<file path="config.mk">
export PLATFORM = sky130hd
export DESIGN_NAME = ibex_lsu_resp_unit
export DESIGN_NICKNAME = d
export VERILOG_FILES = /design/src/rtl/ibex_pkg.sv /design/src/rtl/ibex_lsu_load_align.sv /design/src/rtl/ibex_lsu_resp_unit.sv
export SDC_FILE = /design/constraint.sdc
export NUM_CORES = 1
export LEC_CHECK = 0
export ABC_AREA = 1
export BUFFER_PORTS_ARGS = -buffer_cell sky130_fd_sc_hd__buf_2
export CAP_MARGIN = 30
export CORE_ASPECT_RATIO = 1.25
export CORE_MARGIN = 2
export CORE_UTILIZATION = 45
export CTS_CLUSTER_SIZE = 8
export DETAILED_ROUTE_END_ITERATION = 10
export PLACE_DENSITY = 0.63
export REMOVE_ABC_BUFFERS = 1
export SLEW_MARGIN = 0
export SYNTH_ARGS = -nofsm -noshare
export SYNTH_HDL_FRONTEND = slang
export SYNTH_SLANG_ARGS = --single-unit
export TNS_END_PERCENT = 10
</file>
<file path="constraint.sdc">
create_clock -name clk_i -period 3.9 [get_ports clk_i]
set_clock_uncertainty 0.1 [all_clocks]
set_input_delay 0.39 -clock clk_i [delete_from_list [all_inputs] [get_ports clk_i]]
set_output_delay 0.39 -clock clk_i [all_outputs]
set_load 0.03 [all_outputs]
</file>
<file path="src/rtl/ibex_pkg.sv">
// Shared LSU types: access size encodings, response record and FSM states.
// Also holds the load data extension helper.
package ibex_pkg;

  typedef enum logic [1:0] {
    LSU_TYPE_W = 2'b00,
    LSU_TYPE_H = 2'b01,
    LSU_TYPE_B = 2'b10
  } lsu_type_e;

  typedef struct packed {
    logic [1:0] data_type;
    logic       sign_ext;
    logic [1:0] offset;
    logic       we;
    logic       split;
    logic       to_fp;
  } lsu_resp_rec_t;

  typedef enum logic {
    LSU_RESP_IDLE,
    LSU_RESP_SECOND
  } lsu_resp_state_e;

  function automatic logic [31:0] lsu_ext16(
    input logic [15:0] v,
    input logic        sext
  );
    return {{16{sext & v[15]}}, v};
  endfunction

  function automatic logic [31:0] lsu_ext8(
    input logic [7:0] v,
    input logic       sext
  );
    return {{24{sext & v[7]}}, v};
  endfunction

endpackage

</file>
<file path="src/rtl/ibex_lsu_load_align.sv">
// Load data alignment and extension, including the two-beat merge of a
// misaligned access (current beat supplies the upper bytes).
module ibex_lsu_load_align
  import ibex_pkg::*;
(
  input  logic [31:0] rdata_i,
  input  logic [31:0] rdata_q_i,
  input  logic [1:0]  type_i,
  input  logic [1:0]  offset_i,
  input  logic        sign_ext_i,
  input  logic        second_beat_i,
  output logic [31:0] result_o
);

  logic [5:0]  shamt;
  logic [31:0] word;
  logic [15:0] half;
  logic [7:0]  byte_v;

  assign shamt = {1'b0, offset_i, 3'b000};

  always_comb begin
    word = rdata_i;
    if (second_beat_i) begin
      word = (rdata_q_i >> shamt) | (rdata_i << (6'd32 - shamt));
    end
  end

  always_comb begin
    half = rdata_i[15:0];
    unique case (offset_i)
      2'd0: half = rdata_i[15:0];
      2'd1: half = rdata_i[23:8];
      2'd2: half = rdata_i[31:16];
      2'd3: half = {rdata_i[7:0], rdata_q_i[31:24]};
      default: half = rdata_i[15:0];
    endcase
  end

  always_comb begin
    byte_v = rdata_i[7:0];
    unique case (offset_i)
      2'd0: byte_v = rdata_i[7:0];
      2'd1: byte_v = rdata_i[15:8];
      2'd2: byte_v = rdata_i[23:16];
      2'd3: byte_v = rdata_i[31:24];
      default: byte_v = rdata_i[7:0];
    endcase
  end

  always_comb begin
    result_o = word;
    unique case (1'b1)
      type_i[1]:          result_o = lsu_ext8(byte_v, sign_ext_i);
      (type_i == 2'b01):  result_o = lsu_ext16(half, sign_ext_i);
      (type_i == 2'b00):  result_o = word;
      default:            result_o = word;
    endcase
  end

endmodule

</file>
<file path="src/rtl/ibex_lsu_resp_unit.sv">
// LSU response side: in-order request-attribute FIFO, two-beat response FSM
// and routing of the completed load to the integer or FP write-back path.
module ibex_lsu_resp_unit
  import ibex_pkg::*;
#(
  parameter int unsigned NumOutstanding = 2,
  parameter bit          ResetAll       = 1'b0
) (
  input  logic        clk_i,
  input  logic        rst_ni,
  input  logic        req_valid_i,
  output logic        req_ready_o,
  input  logic [1:0]  req_type_i,
  input  logic        req_sign_ext_i,
  input  logic [1:0]  req_offset_i,
  input  logic        req_we_i,
  input  logic        req_split_i,
  input  logic        req_to_fp_i,
  input  logic        data_rvalid_i,
  input  logic [31:0] data_rdata_i,
  input  logic        data_err_i,
  output logic [31:0] rf_wdata_lsu_o,
  output logic        rf_we_lsu_o,
  output logic        rf_we_fp_lsu_o,
  output logic        rf_lsu_to_fp_o,
  output logic        lsu_resp_valid_o,
  output logic        lsu_resp_err_o,
  output logic        busy_o,
  output logic        resp_unexpected_o
);

  localparam int unsigned PtrW =
    (NumOutstanding > 1) ? $clog2(NumOutstanding) : 1;
  localparam int unsigned CntW = $clog2(NumOutstanding + 1);
  localparam logic [CntW-1:0] Depth = CntW'(NumOutstanding);
  localparam logic [PtrW-1:0] LastPtr = PtrW'(NumOutstanding - 1);

  lsu_resp_rec_t   mem_q [NumOutstanding];
  lsu_resp_rec_t   rec_in;
  lsu_resp_rec_t   head;
  logic [PtrW-1:0] wptr_q, rptr_q;
  logic [CntW-1:0] cnt_q;
  logic [31:0]     rdata_q;
  logic            err_q;
  logic            unexp_q;
  logic            push, empty, full, rvalid_ok;
  logic            capture, complete;
  logic            resp_err, load_ok;
  logic [31:0]     aligned;

  lsu_resp_state_e state_q, state_d;

  function automatic logic [PtrW-1:0] bump(input logic [PtrW-1:0] p);
    return (p == LastPtr) ? '0 : p + 1'b1;
  endfunction

  assign empty     = (cnt_q == '0);
  assign full      = (cnt_q == Depth);
  assign push      = req_valid_i & ~full;
  assign rvalid_ok = data_rvalid_i & ~empty;
  assign head      = mem_q[rptr_q];

  assign rec_in = '{
    data_type: req_type_i,
    sign_ext:  req_sign_ext_i,
    offset:    req_offset_i,
    we:        req_we_i,
    split:     req_split_i,
    to_fp:     req_to_fp_i
  };

  if (ResetAll) begin : g_data_rst
    always_ff @(posedge clk_i or negedge rst_ni) begin
      if (!rst_ni) begin
        for (int i = 0; i < int'(NumOutstanding); i++) begin
          mem_q[i] <= '0;
        end
        rdata_q <= '0;
      end else begin
        if (push) mem_q[wptr_q] <= rec_in;
        if (capture) rdata_q <= data_rdata_i;
      end
    end
  end else begin : g_data_nrst
    always_ff @(posedge clk_i) begin
      if (push) mem_q[wptr_q] <= rec_in;
      if (capture) rdata_q <= data_rdata_i;
    end
  end

  always_comb begin
    state_d  = state_q;
    capture  = 1'b0;
    complete = 1'b0;
    unique case (state_q)
      LSU_RESP_IDLE: begin
        if (rvalid_ok) begin
          if (head.split) begin
            capture = 1'b1;
            state_d = LSU_RESP_SECOND;
          end else begin
            complete = 1'b1;
          end
        end
      end
      LSU_RESP_SECOND: begin
        if (rvalid_ok) begin
          complete = 1'b1;
          state_d  = LSU_RESP_IDLE;
        end
      end
      default: state_d = LSU_RESP_IDLE;
    endcase
  end

  always_ff @(posedge clk_i or negedge rst_ni) begin
    if (!rst_ni) begin
      state_q <= LSU_RESP_IDLE;
      err_q   <= 1'b0;
      unexp_q <= 1'b0;
      wptr_q  <= '0;
      rptr_q  <= '0;
      cnt_q   <= '0;
    end else begin
      state_q <= state_d;
      if (capture) begin
        err_q <= err_q | data_err_i;
      end else if (complete) begin
        err_q <= 1'b0;
      end
      if (data_rvalid_i & empty) unexp_q <= 1'b1;
      if (push) wptr_q <= bump(wptr_q);
      if (complete) rptr_q <= bump(rptr_q);
      if (push & ~complete) begin
        cnt_q <= cnt_q + 1'b1;
      end else if (complete & ~push) begin
        cnt_q <= cnt_q - 1'b1;
      end
    end
  end

  ibex_lsu_load_align u_align (
    .rdata_i       (data_rdata_i),
    .rdata_q_i     (rdata_q),
    .type_i        (head.data_type),
    .offset_i      (head.offset),
    .sign_ext_i    (head.sign_ext),
    .second_beat_i (state_q == LSU_RESP_SECOND),
    .result_o      (aligned)
  );

  // Beat-1 errors sit in err_q until the final beat completes.
  assign resp_err = data_err_i | err_q;
  assign load_ok  = complete & ~head.we & ~resp_err;

  assign req_ready_o       = ~full;
  assign busy_o            = ~empty;
  assign resp_unexpected_o = unexp_q;
  assign lsu_resp_valid_o  = complete;
  assign lsu_resp_err_o    = complete & resp_err;
  assign rf_we_lsu_o       = load_ok & ~head.to_fp;
  assign rf_we_fp_lsu_o    = load_ok & head.to_fp;
  assign rf_lsu_to_fp_o    = complete & head.to_fp;
  assign rf_wdata_lsu_o    = (complete & ~head.we) ? aligned : '0;

  a_no_push_full : assert property (
    @(posedge clk_i) disable iff (!rst_ni)
    req_valid_i |-> req_ready_o
  );

  a_fp_word_only : assert property (
    @(posedge clk_i) disable iff (!rst_ni)
    (req_valid_i & req_ready_o & req_to_fp_i) |->
      (req_type_i == LSU_TYPE_W)
  );

endmodule
</file>
[Word level (Yosys, flattened, before mapping)]
Memory sizes are Yosys's and may differ from the RTL's.
Index checks and enable logic that the tools add are counted.
W data, S select, Z words.
Storage, ports and cells
  register bits: 39
  RAM bits: 16
  input port bits: 45
  output and inout bits: 40
  word-level logic and storage cells: 69
  memories: 1
Cells by class
  add/sub/neg operators: 5
  eq/ne operators: 5
  shift operators: 2
  muxes and demuxes: 22
  bitwise logic cells: 23
  reduce and logical (&&, ||, !) cells: 4
Memory list
  mem_q: words 2, bits a word 8, rd ports 1, clocked after Yosys merged registers in 0, write ports 1, line ibex_lsu_resp_unit.sv:38  | lsu_resp_rec_t mem_q [NumOutstanding];
Operator list (number)
  $mux W32: 2
  $pmux W16 S4: 1
  $pmux W32 S2: 1
  $or A32 B32 Y32: 1
  $pmux W8 S4: 1
  $shl A32 B6 Y32: 1
  $shr A32 B5 Y32: 1
  $and A1 B1 Y1: 13
  $mux W1: 13
  $not A1 Y1: 8
  $eq A2 B2 Y1 const B: 3
  $sub A6 B5 Y6 const A: 1
  $eq A2 B1 Y1 const B: 2
  $logic_not A2 Y1: 2
  $mux W2: 2
  $pmux W1 S2: 2
  $reduce_bool A2 Y1: 2
  $add A1 B1 Y1 const B: 2
  $add A2 B1 Y2 const B: 1
  $sub A2 B1 Y2 const B: 1
  $or A1 B1 Y1: 1

[Longest topological paths before layout]
Gate-level depths: netlist (run 1).
  depth in word-level cells: 8
  mapped depth: 16
  depth with buffers taken out: 12

[Hierarchy]
A second synthesis (run 1) with hierarchy kept.
Unflattened totals
  cell total of the unflattened synthesis: 827
  area, all modules: 5047.3 sq um
Modules (own cells, without submodules)
  ibex_lsu_load_align: instances 1, cells an instance 633, area each 2795.2 sq um
  ibex_lsu_resp_unit: instances 1, cells an instance 194, area each 2252.2 sq um

[Least setup slack after synthesis (run 1)]
OpenSTA, ideal clock, no wires.
  kind: reg2out
  start point: reg rptr_q
  end point: out rf_wdata_lsu_o[17]
  arrival: 2582 ps
  slack: 828 ps
  cell stages (with the launch flop): 15
  cell sequence: dfrtp_1 > buf_6 > buf_6 > nand2_1 > nand2_2 > buf_2 > ha_1 > inv_1 > nor2_1 > inv_1 > nor2_1 > nor2_1 > nand3_1 > nand2_1 > a21oi_1
Between the ends
  word-level cells in the longest chain between the ends: 7
Ends and longest elaborated chain
  from (decl): line ibex_lsu_resp_unit.sv:41  | logic [PtrW-1:0] wptr_q, rptr_q;
  from (signal assigned): line ibex_lsu_resp_unit.sv:133  | if (complete) rptr_q <= bump(rptr_q);
  $mem_v2 Z2 W8 *
  $sub A6 B5 Y6: line ibex_lsu_load_align.sv:25  | word = (rdata_q_i >> shamt) | (rdata_i << (6'd32 - shamt));
  $shl A32 B6 Y32: line ibex_lsu_load_align.sv:25
  $or A32 B32 Y32: line ibex_lsu_load_align.sv:25
  $mux W32: line ibex_lsu_load_align.sv:24  | if (second_beat_i) begin
  $pmux W32 S2: line ibex_lsu_load_align.sv:53  | unique case (1'b1)
  $mux W32 *: line ibex_lsu_resp_unit.sv:164  | assign rf_wdata_lsu_o = (complete & ~head.we) ? aligned : '0;
  to (decl): line ibex_lsu_resp_unit.sv:22  | output logic [31:0] rf_wdata_lsu_o,
Mark *: on every way between the ends. The rest lies on a longest branch, timed or not.

[Worst setup path in the final report (run 1)]
  start point: reg rptr_q
  end point: out rf_wdata_lsu_o[14]
Same word-level chain as after synthesis.

==> impl_metrics.yaml, run 1 <==
status:
  outcome: "completed"
floorplanning:
  fp.dieH_um: 122
  ioPinCount: 85
  dieWidth_um: 98.5
  rows: 43
  die_area_um2: 12000
  coreArea_um2: 11000
  start_util: 0.458
critical_path:
  crit_fanout: 13
  slowest_stage: "dfrtp_1"
  critical_path.cell_chain: "buf_4 -> nand2_1 -> nand2_1 -> ha_1 -> a21oi_1 -> nand2_1 -> nand4_1 -> nand3_1 -> nand2_1 -> a21oi_1 -> buf_2"
  worst_setup_path_start_kind: "flip-flop"
  crit_family: "simple AND/OR/NAND/NOR gates"
  cp.required_ps: 3410
  path_buf_inv: 2
  critPathKind: "reg -> out"
  crit_arrival_ps: 3180
  slowest_delay_ps: 460
  path_common_cell: "nand2_1"
  end_kind: "output port"
cts:
  insertion_delay_ps: 300
  h-tree-depth: 2
  cts_sinks: 55
  cts.path.max_buffers: 2
  path_clk_slew_ps: 70
  cts-root-buf: "clkbuf_16"
  cts_buffers: 5
  tritoncts: "done"
  post_cts_buffers: 0
job:
  cap_viol_max_count: 0
logic_synthesis:
  seq_area_frac_synth: 0.322
  synth_seq_cells: 55
  ys_types: 33
  synth.avg_cell_area_um2: 6.26
  synth_area_um2: 5020
  yosys_warnings: 0
  synth_cells: 802
global_route:
  grt_pass1_wl_um: 26500
  grt_overflow: 0
  grt_pass1_vias: 5354
  grt.total_usage: 0.276
  grt_max_degree: 46
  antenna_found_initial: 0
routing:
  num_vias: 5623
  wire_per_inst_um: 16.5
  wl_um: 16500
  vias_per_cell: 5.60
  route.detailed.drc: 0
  drtPass1Iterations: 7
  drtIter0Drc: 492
  ant_nets: 0
timing:
  fin_crit_sh: 0.940
  slew_viol_final: 0
  slew_headroom: 0.438
  timing.final.setup_violations: 0
  rsz0062_at_grt: "no"
  tightest_slew_ps: 842
  period_minus_slack_ps: 3670
  max_freq_mhz: 273
  hold_viol_final: 0
placement:
  port_buffers: 84
  place_inst: 996
  gp_congestion: 0.943
  place_hpwl_um: 11300
layout:
  final-seq-area_um2: 1620
  fin_cells: 1005
  mostFrequentLayoutCells: "nand2_1, nand3_1, inv_1"
  multi_input_area_um2: 2810
  layout-drive-gt1-share: 0.167
  area_growth_pct: 13.7
  num_antenna_cells: 0
  nets: 920
  mostFrequentLayoutCell: "nand2_1"
  fillCellCount: 1148
  finish.utilization: 0.520
pwr:
  power.density_nw_per_um2: 878
  ir_drop_mv: 0.449
  leakagePower_nw: 3.00
worst_hold_path:
  hp-class: "in -> reg"
## cells by family (layout without fill, tap and decap cells)
family                   after synthesis  in the layout  synth area share
AO/OA/AOI/OAI                         69             69            0.0822
adder cells (fa/ha/maj)                6              6            0.0149
XOR/XNOR                               3              3           0.00523
flip-flops                            55             55             0.322
buffers and inverters                141            209             0.120
AND/OR/NAND/NOR                      528            528             0.456
## metal layers
layer	global-route usage	wire length, um	up-vias	part of all wire
li1	-	-	2711	-
met1	0.340	6550	2583	0.40
met2	0.493	8360	291	0.51
met3	0.0321	1220	38	0.073
met4	0.107	411	0	0.025
met5	0	0	-	0
## Yosys cell counts, drive strengths merged
cell / n / area [um^2]
nand2: 284 / 1100
nand3: 170 / 863
inv: 95 / 362
nor2: 68 / 282
a21oi: 52 / 298
edfxtp: 48 / 1440
buf: 28 / 171
clkbuf: 18 / 67.6
o21ai: 13 / 83.8
dfrtp: 7 / 175
ha: 6 / 75.1
nand3b: 4 / 30.0
o21a: 2 / 15.0
xor2: 2 / 17.5
a31o: 1 / 8.76
nand4: 1 / 6.26
o211ai: 1 / 7.51
or2: 1 / 6.26
xnor2: 1 / 8.76
## through the flow
step	cell area, um^2	hold slack (ps)	worst slack (ps)	TNS, ps	total power [mW]
2_1_floorplan	4780	-5.59	-338	-7530	3.36
3_3_place_gp	5550	134	680	0	4.44
3_5_place_dp	5550	135	557	0	4.49
4_1_cts	5710	173	198	0	4.98
5_1_grt	5710	176	26.1	0	5.44
6_report	5710	174	233	0	5.02
## what timing repair did
item,in CTS,in global routing
endpoints found under the setup margin,0,19
gates resized for setup,0,1
hold buffers,1,0
hold endpoints to repair,7,0
## worst reg2reg max path, stage by stage (launching register included)
cell	delay, ps
dfrtp_1	460
buf_4	250
nor2_1	60
nor2_1	100
o21ai_2	90
nor2_2	650
buf_4	460
## cell type report
type                       count  share of cell area
clock buffer                   5              0.0219
clock inverter                 3             0.00460
inverter                      95              0.0633
multi-input combinational    606               0.492
sequential                    55               0.283
tap                          135              0.0296
timing repair buffer         106               0.105
## power breakdown
group          total (mW)  switching (mW)  internal, mW
clock network       0.476           0.232         0.245
registers           0.887          0.0920         0.795
logic                3.65            2.54          1.11
total                5.02            2.86          2.15
## state kept, by name (all words and copies together), names as in the netlist
register           flops
err_q                  1
state_q                1
mem_q                 16
resp_unexpected_o      1
rptr_q                 1
cnt_q                  2
wptr_q                 1
rdata_q               32
## path summary, 6_finish.rpt
check	endpoint	depth (start not counted)	slack, ps	from
worst max-delay path	rf_wdata_lsu_o[14]	11	230	rptr_q
worst min-delay path	mem_q[0][2]	1	170	req_we_i
worst max register to register	rdata_q[31]	6	1400	rptr_q
worst min register to register	resp_unexpected_o	1	370	resp_unexpected_o
max in group asynchronous	rptr_q	2	3190	rst_ni
min in group asynchronous	resp_unexpected_o	2	360	rst_ni
No activity file was read; power rests on OpenSTA's default activity.
==> inputs of run 2 (changes only) <==
--- a/config.mk
+++ b/config.mk
@@ -7,10 +7,11 @@
 export LEC_CHECK = 0
 export ABC_AREA = 1
 export BUFFER_PORTS_ARGS = -buffer_cell sky130_fd_sc_hd__buf_2
-export CAP_MARGIN = 30
+export CAP_MARGIN = 10
 export CORE_ASPECT_RATIO = 1.25
 export CORE_MARGIN = 2
 export CORE_UTILIZATION = 45
+export CTS_BUF_LIST = sky130_fd_sc_hd__clkbuf_4
 export CTS_CLUSTER_SIZE = 8
 export DETAILED_ROUTE_END_ITERATION = 10
 export PLACE_DENSITY = 0.63
==> run 2 against run 1 <==
Design area shrank 1.1%. Critical path depth grew 1. Critical path type unchanged. Utilization shrank 0.56 points. Setup slack lost 6.8 ps. Die area is the same. Via count shrank 0.39%. Hold slack lost 100 ps. Highest routed layer unchanged. Clock power shrank 38%. Register-to-register slack is essentially flat.
==> impl_metrics.yaml, run 2 (synthesis gave the netlist of run 1 again) <==
cts:
  cts_buffers: 5
  path_clk_slew_ps: 160
  h-tree-depth: 2
  insertion_delay_ps: 390
  cts-root-buf: "clkbuf_4"
  cts.path.max_buffers: 2
  tritoncts: "done"
  cts_sinks: 55
layout:
  area_growth_pct: 12.5
  finish.utilization: 0.515
  largest_register_ffs: 32
  regMostFlops: "rdata_q"
  mostFrequentLayoutCells: "nand2_1, nand3_1, inv_1"
  top_regs: "rdata_q: 32 flops, mem_q: 16 flops, cnt_q: 2 flops"
  nets: 920
  layout-drive-gt1-share: 0.170
  mostFrequentLayoutCell: "nand2_1"
  fin_cells: 1006
routing:
  route.detailed.drc: 0
  vias_per_cell: 5.57
  wl_um: 16400
  drtIter0Drc: 549
  wire_per_inst_um: 16.3
  drtPass1Iterations: 6
  ant_nets: 0
  num_vias: 5601
pwr:
  power.density_nw_per_um2: 858
  leakagePower_nw: 2.96
  ir_drop_mv: 0.389
worst_hold_path:
  hp-class: "in -> reg"
floorplanning:
  coreArea_um2: 11000
  dieWidth_um: 98.5
  rows: 43
  die_area_um2: 12000
  fp.dieH_um: 122
  ioPinCount: 85
  start_util: 0.458
critical_path:
  critPathKind: "reg -> out"
  worst_setup_path_start_kind: "flip-flop"
  cp.required_ps: 3410
  end_kind: "output port"
  crit_arrival_ps: 3180
  reg2reg_slack_ps: 1410
  crit_fanout: 13
timing:
  period_minus_slack_ps: 3670
  timing.final.setup_violations: 0
  max_freq_mhz: 272
  fin_crit_sh: 0.942
  slew_viol_final: 0
  tightest_slew_ps: 829
  slew_headroom: 0.447
  hold_viol_final: 0
  rsz0062_at_grt: "no"
placement:
  place_inst: 996
  place_hpwl_um: 11300
  port_buffers: 84
  gp_congestion: 0.943
global_route:
  antenna_found_initial: 1
  grt_pass1_vias: 5310
  grt_pass1_wl_um: 26400
  grt_max_degree: 46
  grt.total_usage: 0.275
  grt_overflow: 0
status:
  outcome: "completed"
job:
  cap_viol_max_count: 0
-- run 2: worst max-delay path: stages (launching register included) --
cell,delay [ps]
dfrtp_1,480
buf_4,220
o21ai_4,370
ha_1,380
nand2_1,90
nand2_1,90
inv_1,40
nand2_1,50
nand4_1,390
nand3_1,210
nand2_1,80
a21oi_1,160
buf_2,220
-- run 2: worst paths after layout --
kind                                   start                  to  depth (start not counted)
max in group asynchronous             rst_ni              rptr_q                          2
min reg2reg                resp_unexpected_o   resp_unexpected_o                          1
max reg2reg                           rptr_q         rdata_q[19]                          6
min in group asynchronous             rst_ni   resp_unexpected_o                          2
min                                 req_we_i         mem_q[0][2]                          1
max                                   rptr_q  rf_wdata_lsu_o[10]                         12
-- run 2: stage by stage --
step	setup WS [ps]	power, mW	area (um^2)	hold WS, ps	setup TNS (ps)
floorplan	-338	3.36	4780	-5.59	-7530
global placement	680	4.44	5550	134	0
detailed placement	557	4.49	5550	135	0
CTS	74.4	4.79	5620	56.0	0
global route	28.4	5.28	5650	45.3	0
finish	226	4.85	5650	72.6	0
-- run 2: final cells by class --
| cell class | count | area [um^2] |
|---|---|---|
| fillers | 1156 | 5330 |
| flip-flops and latches | 55 | 1620 |
| clock buffers | 5 | 37.5 |
| repair buffers | 106 | 604 |
| multi-input cells | 606 | 2830 |
| diodes | 1 | 2.50 |
| clock inverters | 3 | 26.3 |
| well taps | 135 | 169 |
| inverters | 95 | 362 |
-- run 2: per-layer routing --
layer / routed length, um / vias up / track usage
li1: - / 2712 / -
met1: 6530 / 2582 / 0.344
met2: 8200 / 270 / 0.485
met3: 1230 / 37 / 0.0327
met4: 473 / 0 / 0.104
met5: 0 / - / 0
-- run 2: what timing repair did --
action / in CTS / in global routing
buffers inserted: 0 / 0
hold buffers: 1 / 0
endpoints found under the hold margin: 7 / 0
resized for setup: 0 / 7
setup endpoints to repair: 0 / 30
-- run 2: power by group --
| part | internal (mW) | total [mW] | switching [mW] |
|---|---|---|---|
| Clock | 0.0769 | 0.293 | 0.216 |
| Sequential | 0.794 | 0.886 | 0.0917 |
| Combinational | 1.13 | 3.67 | 2.54 |
